<file path="config.mk">
export PLATFORM = sky130hd
export DESIGN_NAME = sdram_rdata
export DESIGN_NICKNAME = d
export VERILOG_FILES = /design/src/rtl/sdram_rdata.sv
export SDC_FILE = /design/constraint.sdc
export NUM_CORES = 1
export LEC_CHECK = 0
export CAP_MARGIN = 20
export CORE_MARGIN = 10
export CORE_UTILIZATION = 25
export CTS_CLUSTER_DIAMETER = 30
export DETAILED_ROUTE_END_ITERATION = 12
export PLACE_DENSITY = 0.52
export SYNTH_ARGS = -nofsm -noshare
export SYNTH_HDL_FRONTEND = slang
export SYNTH_SLANG_ARGS = --single-unit
</file>
<file path="constraint.sdc">
create_clock -name clk -period 2.55 [get_ports clk]
set_input_delay 0.765 -clock clk [delete_from_list [all_inputs] [get_ports clk]]
set_output_delay 0.765 -clock clk [all_outputs]
set_load 0.02 [all_outputs]
</file>
<file path="src/rtl/sdram_rdata.sv">
// SDRAM read-data return path: CAS-latency pipe, dq capture, tagged return FIFO.
// Latency: rd_issue in cycle 0 -> dq sampled end of cycle CL -> rdata_valid from cycle CL+2.
// Backpressure: FIFO drains on valid/ready; rd_credit gates new READs, overflow drops and sets sticky rd_ovf.
module sdram_rdata #(
   parameter int DW         = 16,
   parameter int TAGW       = 4,
   parameter int FIFO_DEPTH = 4,
   parameter int MAX_CL     = 3
) (
   input  logic            clk,
   input  logic            rst,
   input  logic [2:0]      cfg_cas_latency,
   input  logic            rd_issue,
   input  logic [TAGW-1:0] rd_tag,
   input  logic [DW-1:0]   sdram_dq,
   output logic            rdata_valid,
   output logic [DW-1:0]   rdata,
   output logic [TAGW-1:0] rdata_tag,
   input  logic            rdata_ready,
   output logic            rd_credit,
   output logic            rd_busy,
   output logic            rd_ovf
);

   localparam int PW  = $clog2(FIFO_DEPTH);
   localparam int CW  = PW + 1;
   localparam int IFW = $clog2(MAX_CL + 2);

   // Latency pipe: index s holds stage s+1
   logic [MAX_CL-1:0] pipe_vld;
   logic [TAGW-1:0]   pipe_tag [MAX_CL];
   logic              cap_vld;
   logic [TAGW-1:0]   cap_tag;
   logic [DW-1:0]     dq_q;

   logic [DW+TAGW-1:0] mem [FIFO_DEPTH];
   logic [PW-1:0]      wr_ptr;
   logic [PW-1:0]      rd_ptr;
   logic [CW-1:0]      fifo_count;

   int                 cl_eff;
   logic               sel_vld;
   logic [TAGW-1:0]    sel_tag;
   logic [IFW-1:0]     inflight;
   logic               fifo_full;
   logic               pop;
   logic               push;

   // Clamp the CAS latency and select the pipe stage that feeds the capture flag
   always_comb begin
      cl_eff  = int'(cfg_cas_latency);
      sel_vld = 1'b0;
      sel_tag = '0;
      if (cl_eff == 0 || cl_eff > MAX_CL) cl_eff = MAX_CL;
      for (int s = 0; s < MAX_CL; s++) begin
         if (s + 1 == cl_eff) begin
            sel_vld = pipe_vld[s];
            sel_tag = pipe_tag[s];
         end
      end
   end

   // Shift the pipe; stage CL leaves into cap, stages beyond CL keep draining out the top
   always_ff @(posedge clk or posedge rst) begin
      if (rst) begin
         pipe_vld <= '0;
         for (int s = 0; s < MAX_CL; s++) pipe_tag[s] <= '0;
         cap_vld  <= 1'b0;
         cap_tag  <= '0;
      end else begin
         pipe_vld[0] <= rd_issue;
         pipe_tag[0] <= rd_tag;
         for (int s = 1; s < MAX_CL; s++) begin
            pipe_vld[s] <= (s == cl_eff) ? 1'b0 : pipe_vld[s-1];
            pipe_tag[s] <= pipe_tag[s-1];
         end
         cap_vld <= sel_vld;
         cap_tag <= sel_tag;
      end
   end

   // Register the SDRAM bus every cycle; cap marks the cycles that matter
   always_ff @(posedge clk or posedge rst) begin
      if (rst) dq_q <= '0;
      else     dq_q <= sdram_dq;
   end

   // Count reads still travelling through the pipe or waiting in cap
   always_comb begin
      inflight = IFW'(cap_vld);
      for (int s = 0; s < MAX_CL; s++) inflight = inflight + IFW'(pipe_vld[s]);
   end

   assign fifo_full   = (fifo_count == CW'(FIFO_DEPTH));
   assign rdata_valid = (fifo_count != '0);
   assign pop         = rdata_valid & rdata_ready;
   // A pop on the same edge frees the slot, so a full FIFO can still accept
   assign push        = cap_vld & (~fifo_full | pop);

   // FIFO storage needs no reset; the empty mux hides stale contents
   always_ff @(posedge clk) begin
      if (push) mem[wr_ptr] <= {dq_q, cap_tag};
   end

   // FIFO pointers, occupancy and sticky overflow
   always_ff @(posedge clk or posedge rst) begin
      if (rst) begin
         wr_ptr     <= '0;
         rd_ptr     <= '0;
         fifo_count <= '0;
         rd_ovf     <= 1'b0;
      end else begin
         if (push) wr_ptr <= wr_ptr + PW'(1);
         if (pop)  rd_ptr <= rd_ptr + PW'(1);
         case ({push, pop})
            2'b10:   fifo_count <= fifo_count + CW'(1);
            2'b01:   fifo_count <= fifo_count - CW'(1);
            default: fifo_count <= fifo_count;
         endcase
         if (cap_vld & fifo_full & ~pop) rd_ovf <= 1'b1;
      end
   end

   assign {rdata, rdata_tag} = rdata_valid ? mem[rd_ptr] : '0;
   assign rd_credit = (int'(fifo_count) + int'(inflight)) < FIFO_DEPTH;
   assign rd_busy   = (inflight != '0) | (fifo_count != '0);

endmodule

</file>
# Word-level counts from Yosys, hierarchy flattened
# Memory sizes are Yosys's and may differ from the RTL's.
# Index checks and enable logic that the tools add are counted.
# op_classes
bitwise	8
n_mux	13
eq_ne	6
n_lt_le_gt_ge	2
reduce_logical	5
add_sub_neg	8
# ops
op	count
$eq 3x32->1 const A	2
$eq 2x32->1 const A	1
$mux 20	1
$mux 4	3
$mux 1	7
$pmux 3 s2	1
$reduce_bool 3->1	2
$add 2x1->2 const B	2
$add 3x3->4	1
$and 1x1->1	4
$lt 4x3->1 const B	1
$add 2x1->3	1
$add 3x1->3	1
$add 3x1->3 const B	1
$eq 3x3->1 const B	1
$gt 3x2->1 const B	1
$logic_not 3->1	1
$mux 3	1
$sub 3x1->3 const B	1
$add 1x1->2	1
$eq 2x1->1 const B	1
$eq 2x2->1 const B	1
$not 1->1	2
$or 1x1->1	2
other kinds (2)	2
# totals
reg_bits	44
inputBits	27
ramBits	80
n_memories	1
# mem_list
name	depth	word_bits	read_ports	rd_ports_with_merged_regs	write_ports	line_no	source
mem	4	20	1	0	1	36	logic [DW+TAGW-1:0] mem [FIFO_DEPTH];

# Longest topological paths before layout
# Gate-level depths: netlist of run 1.
# depth
word_depth	7
mapped_depth	9
ltp_nobuf	9

# Least setup slack after synthesis of run 1
# Ideal clock, no wire load.
# synth_path
kind	flip-flop to output port
start	reg pipe_vld[0]
end	out rd_credit
setup_slack_ns	-0.595
arrival_ns	2.380
stages_incl_launch_ff	7
path_cell_list	dfrtp_1 fa_1 ha_1 ha_1 ha_1 and3_1 nor4_1
# synth_between
elab_chain_cells	5
# synth_lines
element	line_no	source
start: declaration	30	logic [MAX_CL-1:0] pipe_vld;
start signal: assignment	71	pipe_vld[0] <= rd_issue;
start signal: indexed assignment	74	pipe_vld[s] <= (s == cl_eff) ? 1'b0 : pipe_vld[s-1];
$add 1x1->2	91	for (int s = 0; s < MAX_CL; s++) inflight = inflight + IFW'(pipe_vld[s]);
$add 2x1->3	91	
$add 3x1->3	91	
$add 3x3->4	125	assign rd_credit = (int'(fifo_count) + int'(inflight)) < FIFO_DEPTH;
$lt 4x3->1	125	
end: declaration	20	output logic rd_credit,
# No other way between the ends.

# Worst setup path after layout of run 1
# Same ends and word-level chain as after synthesis.

==> results.json, run 1 <==
{
  "port_buffers": 50,
  "reg2reg_slack_ns": 0.42,
  "power.density_nw_per_um2": 1267,
  "hold_viol_final": 0,
  "worstPathRequired_ns": 1.79,
  "rsz0062_at_grt": "true",
  "clk_latency_ns": 0.42,
  "ys_seq_elements": 124,
  "nNetsFinal": 378,
  "clock_sinks": 124,
  "cts_hold_repair.buffers": 0,
  "grt_max_degree": 25,
  "wire_per_inst_um": 15.67,
  "place_congestion": 0.7065,
  "netlist_area_um2": 4606,
  "diodes": 0,
  "grt_pass1_vias": 2677,
  "dieHeight_um": 155.7,
  "htree_levels": 4,
  "detail-route-antenna-nets": 0,
  "grt_pass1_wl_mm": 14.41,
  "track_usage": 0.07932,
  "reg2reg_to": "fifo_count[2]$_DFFE_PP0P_",
  "vias_per_cell": 3.990,
  "rows": 49,
  "drive_above_1_share": 0.4419,
  "min_period_ns": 3.217,
  "die_x_um": 155.7,
  "finalCritPeriodShare": 1.262,
  "start_kind": "flop",
  "io_pins": 51,
  "hold_start": "pipe_tag[7]$_DFF_PP0_",
  "worst_r2r_startpoint": "fifo_count[1]$_DFFE_PP0P_",
  "outcome": "finished, violations left",
  "synth_top_area_cell": "edfxtp_1",
  "register_area_um2": 3505,
  "holdPathStages": 0,
  "maxCapViolCount": 0,
  "synthesis.nets": 264,
  "crit_type": "reg2out",
  "setup-tns-final_ns": -4.649,
  "routed_wl_mm": 9.118,
  "drc": 0,
  "multi_input_area_um2": 1122,
  "yosysWarningCount": 0,
  "endpoint_kind": "output port",
  "leakagePower_nw": 2.534,
  "violations": "setup timing",
  "first_iter_violations": 90,
  "drv_slew": 0,
  "min_path_type": "reg2reg",
  "grt_antenna_before_repair": 0,
  "synthToLayoutAreaGrowth_pct": 43.93,
  "synth.distinct_cells": 28,
  "cts.path.max_buffers": 2,
  "fin_skew_ns": 0.008570,
  "synth_seq_area_share": 0.7607,
  "layout_setup_ws_ns": -0.6673,
  "fmax_mhz": 310.8,
  "min_to": "pipe_tag[3]$_DFF_PP0_",
  "fin_util": 0.3678,
  "root_buffer": "clkbuf_16",
  "syn_area_per_cell_um2": 20.38,
  "tritoncts": "built",
  "core_area_um2": 18020,
  "final.fill_count": 1701,
  "hpwl_mm": 6.025,
  "vias": 2322,
  "grt_overflow_total": 0,
  "ff2ff_path_depth": 10,
  "setup-violations-final": 22,
  "first_pass_iters": 4,
  "crit_fanout": 2,
  "total_power_mw": 8.399,
  "dieArea_um2": 24250,
  "start_util": 0.2555,
  "worstMarginPinSlew_ns": 0.4498,
  "synth_area_leaders": "edfxtp_1, dfrtp_1, mux4_2",
  "clk_pin_slew_ns": 0.05,
  "postSynthCellCount": 226,
  "cts_made_buffers": 17,
  "synth_top_area_share": 0.5216,
  "ir_drop_mv": 0.6127,
  "arrival_ns": 2.45,
  "relSlewSlack": 0.6997
}
-- how the worst max path moves through the flow --
| stage | start | endpoint | slack (ns) | cells after the start |
|---|---|---|---|---|
| floorplan | cap_vld$_DFF_PP0_ | rd_credit | -0.23 | 6 |
| global placement | cap_vld$_DFF_PP0_ | rd_credit | -0.75 | 7 |
| detailed placement | cap_vld$_DFF_PP0_ | rd_credit | -0.78 | 7 |
| CTS | pipe_vld[0]$_DFF_PP0_ | rd_credit | -0.69 | 7 |
| global route | pipe_vld[0]$_DFF_PP0_ | rd_credit | -0.75 | 7 |
| finish | pipe_vld[0]$_DFF_PP0_ | rd_credit | -0.67 | 7 |
-- power breakdown --
| group | leakage [nW] | internal [mW] | switching, mW |
|---|---|---|---|
| Sequential | 1.24 | 2.52 | 0.129 |
| Combinational | 0.990 | 1.91 | 1.36 |
| Clock | 0.301 | 1.63 | 0.854 |
-- sequential cells by signal, indices dropped and copies added, names as in the netlist --
signal	flops
rd_ovf	1
rd_ptr	2
mem	80
pipe_vld	3
cap_tag	4
cap_vld	1
dq_q	16
fifo_count	3
pipe_tag	12
wr_ptr	2
-- worst max-delay path, stage by stage (launching register included) --
cell and delay [ns]:
dfrtp_1 0.39, fa_1 0.56, ha_2 0.20, ha_4 0.21, ha_4 0.20, and3_4 0.17
nor4_4 0.13, buf_4 0.18
-- cell usage after synthesis --
cell and n:
a21o_1 1, a21oi_1 1, and2_1 25, and3_1 1, buf_2 2, buf_6 2, clkbuf_1 3, dfrtp_1 44
edfxtp_1 80, fa_1 2, ha_1 9, inv_1 7, mux2_2 1, mux2i_1 1, mux4_1 2, mux4_2 18
nand2b_1 2, nand3_1 1, nor2_1 1, nor2b_2 1, nor4_1 1, nor4b_2 1, o21a_1 2, o22a_1 10
or3_4 1, or4_1 1, xnor2_1 3, xor2_1 3
-- metrics by stage --
| stage | hold WS, ns | cells | area, µm² | setup slack [ns] |
|---|---|---|---|---|
| after detailed placement | 0.3634 | 527 | 5664 | -0.7847 |
| after CTS | 0.3726 | 577 | 6546 | -0.6861 |
| final | 0.3716 | 582 | 6629 | -0.6673 |
| after global routing | 0.3867 | 582 | 6629 | -0.7510 |
| after floorplan | 0.3542 | 226 | 4653 | -0.2323 |
| after global placement | 0.3577 | 527 | 5664 | -0.7471 |
-- logic make-up after synthesis --
logic type | share of synthesized area
adder cells (fa/ha/maj) | 0.03314
buffers and inverters | 0.01521
XOR/XNOR | 0.01141
AO/OA/AOI/OAI | 0.02499
multiplexers | 0.1040
flip-flops | 0.7607
AND/OR/NAND/NOR | 0.05053
-- layout make-up --
cell class,instances,share of cell area
Inverter,7,0.003964
Timing Repair Buffer,102,0.1608
Clock buffer,17,0.06418
Tap cell,229,0.04322
Multi-Input combinational cell,88,0.1693
Sequential cell,124,0.5287
Clock inverter,15,0.02982
-- what timing repair did --
action	4_1_cts	5_1_grt
setup buffers	18	11
resized for setup	168	22
endpoints found under the setup margin	23	23
cloned	0	0
pin swaps	6	0
-- cell usage in the layout (no fill, tap or decap), types with 2 or more instances in the layout --
cell | Yosys | layout
clkinvlp_4 | 0 | 2
clkdlybuf4s50_1 | 0 | 27
xnor2_1 | 3 | 3
o22a_1 | 10 | 10
and2_4 | 0 | 20
clkinv_2 | 0 | 3
buf_4 | 0 | 23
buf_6 | 2 | 46
clkbuf_16 | 0 | 17
ha_1 | 9 | 6
ha_4 | 0 | 2
xor2_1 | 3 | 3
dfrtp_1 | 44 | 43
fa_1 | 2 | 2
and2_1 | 25 | 5
buf_12 | 0 | 4
nand2b_1 | 2 | 2
inv_1 | 7 | 6
bufinv_16 | 0 | 4
edfxtp_1 | 80 | 80
o21a_1 | 2 | 2
clkinv_4 | 0 | 4
mux4_2 | 18 | 20
-- per-layer routing --
layer	wire (µm)	global-route usage	vias up
li1	-	-	1090
met1	3807	0.08712	1163
met2	4640	0.1307	55
met3	534	0.03639	14
met4	135	0.03209	0
met5	0	0	-
No activity file was read; power rests on OpenSTA's default activity.
==> run 2: changes to the inputs <==
Settings changed: GPL_TIMING_DRIVEN from default to 0.
==> run 2 against run 1 <==
The flow still finishes with violations (setup timing). Die area unchanged. Via count is 2.2% lower. Sequential share of layout area is 0.93 points higher. Sequential cell count did not move. Critical endpoint unchanged. Largest power group unchanged.
==> results.json, run 2 (synthesized netlist as in run 1, its figures left out) <==
{
  "hold_viol_final": 0,
  "cts_made_buffers": 17,
  "crit_type": "reg2out",
  "place_congestion": 0.6636,
  "root_buffer": "clkbuf_16",
  "rsz0062_at_grt": "true",
  "grt_max_degree": 37,
  "post-place-cells": 509,
  "grt_antenna_before_repair": 0,
  "hpwl_mm": 5.904,
  "layout_setup_ws_ns": -0.7168,
  "drc": 0,
  "track_usage": 0.08072,
  "finalCritPeriodShare": 1.281,
  "htree_levels": 4,
  "synthToLayoutAreaGrowth_pct": 41.54,
  "stdcell_count": 562,
  "clock_sinks": 124,
  "diodes": 0,
  "first_pass_iters": 4,
  "rows": 49,
  "maxCapViolCount": 0,
  "io_pins": 51,
  "endpoint_kind": "output port",
  "fmax_mhz": 306.1,
  "start_util": 0.2555,
  "port_buffers": 49,
  "mostFrequentLayoutCells": "edfxtp_1, dfrtp_1, buf_6, clkdlybuf4s50_1",
  "worst_r2r_startpoint": "fifo_count[2]$_DFFE_PP0P_",
  "core_area_um2": 18020,
  "nNetsFinal": 358,
  "first_iter_violations": 93,
  "cts.path.max_buffers": 2,
  "drive_above_1_share": 0.4114,
  "setup-violations-final": 21,
  "min_to": "pipe_tag[0]$_DFF_PP0_",
  "grt_overflow_total": 0,
  "detail-route-antenna-nets": 0,
  "ff2ff_path_depth": 10,
  "ir_drop_mv": 0.5428,
  "power.density_nw_per_um2": 1273,
  "relSlewSlack": 0.5793,
  "largest_reg_flops": 80,
  "routed_wl_mm": 9.217,
  "start_kind": "flop",
  "cts_hold_repair.buffers": 0,
  "die_x_um": 155.7,
  "vias_per_cell": 4.041,
  "holdPathStages": 0,
  "worstMarginPinSlew_ns": 0.6311,
  "worstPathRequired_ns": 1.79,
  "reg2reg_to": "fifo_count[2]$_DFFE_PP0P_",
  "violations": "setup timing",
  "grt_pass1_wl_mm": 14.48,
  "clk_latency_ns": 0.41,
  "min_path_type": "reg2reg",
  "hold_start": "pipe_tag[4]$_DFF_PP0_",
  "min_period_ns": 3.267,
  "wire_per_inst_um": 16.40,
  "hold-worst-slack_ns": 0.3742,
  "crit_fanout": 2,
  "leakagePower_nw": 2.453,
  "dieArea_um2": 24250,
  "top_regs": "mem (80), dq_q (16), pipe_tag (12)",
  "arrival_ns": 2.50,
  "dieHeight_um": 155.7,
  "setup-tns-final_ns": -3.395,
  "vias": 2271,
  "tritoncts": "built",
  "clk_pin_slew_ns": 0.06,
  "fin_skew_ns": 0.007894,
  "top_register": "mem",
  "reg2reg_slack_ns": 0.32,
  "final_common_cell": "edfxtp_1",
  "outcome": "finished, violations left",
  "grt_pass1_vias": 2650,
  "drv_slew": 0
}
==> run 2: cell count changes in the layout (fill, tap and decap cells not counted), moves of 3 or more <==
cell / previous run / this run
buf_12: 4 / 7
buf_2: 0 / 3
buf_4: 23 / 7
buf_6: 46 / 28
buf_8: 1 / 7
clkbuf_8: 0 / 3
==> run 2: area by class of cell <==
cell class | instances | area [µm²]
buffer | 5 | 51.30
clock buffer | 21 | 470.5
clock inverter | 11 | 142.6
fill | 1717 | 11510
inverter | 7 | 26.28
multi-input combinational | 88 | 1131
sequential | 124 | 3507
tap | 229 | 286.5
timing repair buffer | 77 | 903.4
==> run 2: where the power goes <==
group,internal [mW],total [mW],switching (mW)
combinational,1.84,3.20,1.35
clock,1.61,2.43,0.827
sequential,2.53,2.67,0.143
==> run 2: per-stage QoR <==
stage | worst slack (ns) | util | area [µm²] | power [mW]
final | -0.7168 | 0.3617 | 6519 | 8.298
after global routing | -0.8368 | 0.3617 | 6519 | 8.735
after CTS | -0.7653 | 0.3551 | 6400 | 8.173
after detailed placement | -0.8130 | 0.3057 | 5510 | 5.148
after global placement | -0.8122 | 0.3013 | 5430 | 5.035
after floorplan | -0.2323 | - | 4653 | 4.110
==> run 2: worst max-delay path by stage <==
stage	start	to	slack, ns	cells past startpoint
2_1_floorplan	cap_vld$_DFF_PP0_	rd_credit	-0.23	6
3_3_place_gp	cap_vld$_DFF_PP0_	rd_credit	-0.81	7
3_5_place_dp	cap_vld$_DFF_PP0_	rd_credit	-0.81	7
4_1_cts	pipe_vld[0]$_DFF_PP0_	rd_credit	-0.77	7
5_1_grt	pipe_vld[0]$_DFF_PP0_	rd_credit	-0.84	7
6_report	pipe_vld[0]$_DFF_PP0_	rd_credit	-0.72	7
==> run 2: what timing repair did <==
| item | CTS | global route |
|---|---|---|
| cloned | 2 | 1 |
| gates resized for setup | 156 | 40 |
| endpoints found under the setup margin | 23 | 24 |
| pin swaps | 11 | 14 |
| setup buffers | 16 | 11 |
==> run 2: worst max-delay path, cell delays in order, from the launching register on <==
cell	delay, ns
dfrtp_1	0.40
fa_1	0.48
ha_2	0.20
ha_4	0.28
ha_4	0.19
and3_4	0.17
nor4_4	0.20
buf_4	0.18
==> run 2: routing by layer <==
metal	up-vias	global-route usage	routed length, µm
li1	1052	-	-
met1	1153	0.09348	4151
met2	48	0.1275	4481
met4	0	0.03743	175
met3	18	0.03391	409
met5	-	0	0
==> run 3: changes to the inputs <==
Settings changed: CELL_PAD_IN_SITES_DETAIL_PLACEMENT from default to 1, CELL_PAD_IN_SITES_GLOBAL_PLACEMENT from default to 1, PLACE_DENSITY 0.52 to 0.57.
==> run 3 against run 2 <==
The flow still finishes with violations (setup timing). Design area fell by 0.15%. First-iteration DRC count rose by 16%. Utilization fell by 0.056 points. Via count rose by 1.9%. Worst setup slack got worse by 0.043 ns. Combinational power rose by 2%. Sequential share of layout area rose by 0.083 points. Total power fell by 1.3%. Hold slack improved by 0.0035 ns. Largest power group unchanged.
==> results.json, run 3 (synthesized netlist as in run 1, its figures left out) <==
{
  "top_register": "mem",
  "first_iter_violations": 108,
  "relSlewSlack": 0.6024,
  "top_regs": "mem (80), dq_q (16), pipe_tag (12)",
  "drive_above_1_share": 0.4107,
  "rows": 49,
  "finalCritPeriodShare": 1.298,
  "grt_pass1_wl_mm": 15.86,
  "clock_sinks": 124,
  "io_pins": 51,
  "p_comb_frac": 0.397,
  "hold_start": "pipe_tag[7]$_DFF_PP0_",
  "fin_skew_ns": 0.01042,
  "mostFrequentLayoutCells": "edfxtp_1, dfrtp_1, buf_6, clkdlybuf4s50_1",
  "vias": 2314,
  "rsz0062_at_grt": "true",
  "cts_made_buffers": 17,
  "stdcell_count": 565,
  "dieArea_um2": 24250,
  "clock_power_share": 0.277,
  "endpoint_kind": "output port",
  "crit_type": "reg2out",
  "track_usage": 0.08883,
  "min_period_ns": 3.310,
  "final_common_cell": "edfxtp_1",
  "maxCapViolCount": 0,
  "detail-route-antenna-nets": 0,
  "crit_start": "pipe_vld[1]$_DFF_PP0_",
  "synthToLayoutAreaGrowth_pct": 41.32,
  "start_util": 0.2555,
  "crit_fanout": 3,
  "diodes": 0,
  "vias_per_cell": 4.096,
  "routed_wl_mm": 9.938,
  "power.density_nw_per_um2": 1258,
  "setup-violations-final": 22,
  "clk_pin_slew_ns": 0.05,
  "intPower_mw": 5.813,
  "wire_per_inst_um": 17.59,
  "grt_pass1_vias": 2703,
  "drv_slew": 0,
  "switchingPower_mw": 2.378,
  "swShare": 0.2903,
  "worstMarginPinSlew_ns": 0.5965,
  "final.fill_count": 1790,
  "fmax_mhz": 302.1,
  "nNetsFinal": 361,
  "htree_levels": 4,
  "drc": 0,
  "arrival_ns": 2.54,
  "tritoncts": "built",
  "worst_r2r_startpoint": "fifo_count[1]$_DFFE_PP0P_",
  "grt_overflow_total": 0,
  "grt_antenna_before_repair": 0,
  "largest_reg_flops": 80,
  "leakagePower_nw": 2.455,
  "root_buffer": "clkbuf_16",
  "port_buffers": 49,
  "first_pass_iters": 6,
  "grt_max_degree": 25,
  "place_congestion": 0.6822,
  "start_kind": "flop",
  "power_frac_seq": 0.326,
  "cts_hold_repair.buffers": 0,
  "layout_setup_ws_ns": -0.7597,
  "cts.path.max_buffers": 2,
  "clk_latency_ns": 0.42,
  "dieHeight_um": 155.7,
  "core_area_um2": 18020,
  "ir_drop_mv": 0.5979,
  "die_x_um": 155.7,
  "outcome": "finished, violations left",
  "post-place-cells": 509,
  "violations": "setup timing",
  "worstPathRequired_ns": 1.79,
  "min_path_type": "reg2reg",
  "hpwl_mm": 6.203,
  "hold_viol_final": 0,
  "place_ws_ns": -0.8185
}
==> run 3: layout make-up <==
cell class	instances	area, µm²	share of cell area
Sequential cell	124	3507	0.5388
Multi-Input combinational cell	88	1135	0.1744
Timing Repair Buffer	79	923.4	0.1419
Clock buffer	19	432.9	0.06651
Tap cell	229	286.5	0.04402
Clock inverter	13	123.9	0.01903
Buffer	6	73.82	0.01134
Inverter	7	26.28	0.004037
==> run 3: path summary, 6_finish.rpt <==
| check | endpoint | slack, ns | cells past startpoint |
|---|---|---|---|
| max in group asynchronous | fifo_count[1]$_DFFE_PP0P_ | 1.32 | 3 |
| hold / removal | pipe_tag[3]$_DFF_PP0_ | 0.38 | 0 |
| setup / recovery | rd_credit | -0.76 | 7 |
| setup reg to reg | fifo_count[2]$_DFFE_PP0P_ | 0.44 | 10 |
| hold reg to reg | pipe_tag[3]$_DFF_PP0_ | 0.38 | 0 |
| min in group asynchronous | pipe_tag[8]$_DFF_PP0_ | 0.69 | 2 |
==> run 3: per-layer routing <==
metal,wire (µm),global-route usage,vias to the layer above
li1,-,-,1060
met1,4274,0.1048,1196
met2,5025,0.1384,50
met3,528,0.03998,8
met4,110,0.03610,0
met5,0,0,-
==> run 3: through the flow <==
| step | instance area, µm² | setup TNS, ns | util | hold WS, ns | power (mW) |
|---|---|---|---|---|---|
| 5_1_grt | 6509 | -5.996 | 0.3611 | 0.3965 | 8.656 |
| 3_3_place_gp | 5430 | -63.09 | 0.3013 | 0.3592 | 5.031 |
| 3_5_place_dp | 5560 | -19.36 | 0.3085 | 0.3702 | 5.194 |
| 6_report | 6509 | -4.289 | 0.3611 | 0.3777 | 8.191 |
| 2_1_floorplan | 4653 | -0.3710 | - | 0.3542 | 4.110 |
| 4_1_cts | 6421 | -4.963 | 0.3562 | 0.3822 | 8.122 |
==> run 3: power groups by stage <==
stage / clock network, mW / registers (mW) / logic [mW]
final: 2.27 / 2.67 / 3.25
after global routing: 2.44 / 2.71 / 3.51
after CTS: 2.33 / 2.67 / 3.12
after detailed placement: 0 / 2.71 / 2.48
after global placement: 0 / 2.69 / 2.34
after floorplan: 0 / 2.67 / 1.44
==> run 3: worst max-delay path, cell delays in order, from the launching register on <==
cell	delay (ns)
dfrtp_1	0.41
fa_1	0.47
ha_2	0.20
ha_4	0.28
ha_4	0.18
and3_4	0.17
nor4_4	0.23
buf_4	0.19
==> run 3: what timing repair did <==
action,CTS,global route
setup endpoints to repair,23,24
setup buffers,20,5
gates cloned,2,0
resized for setup,162,35
pin swaps,12,11
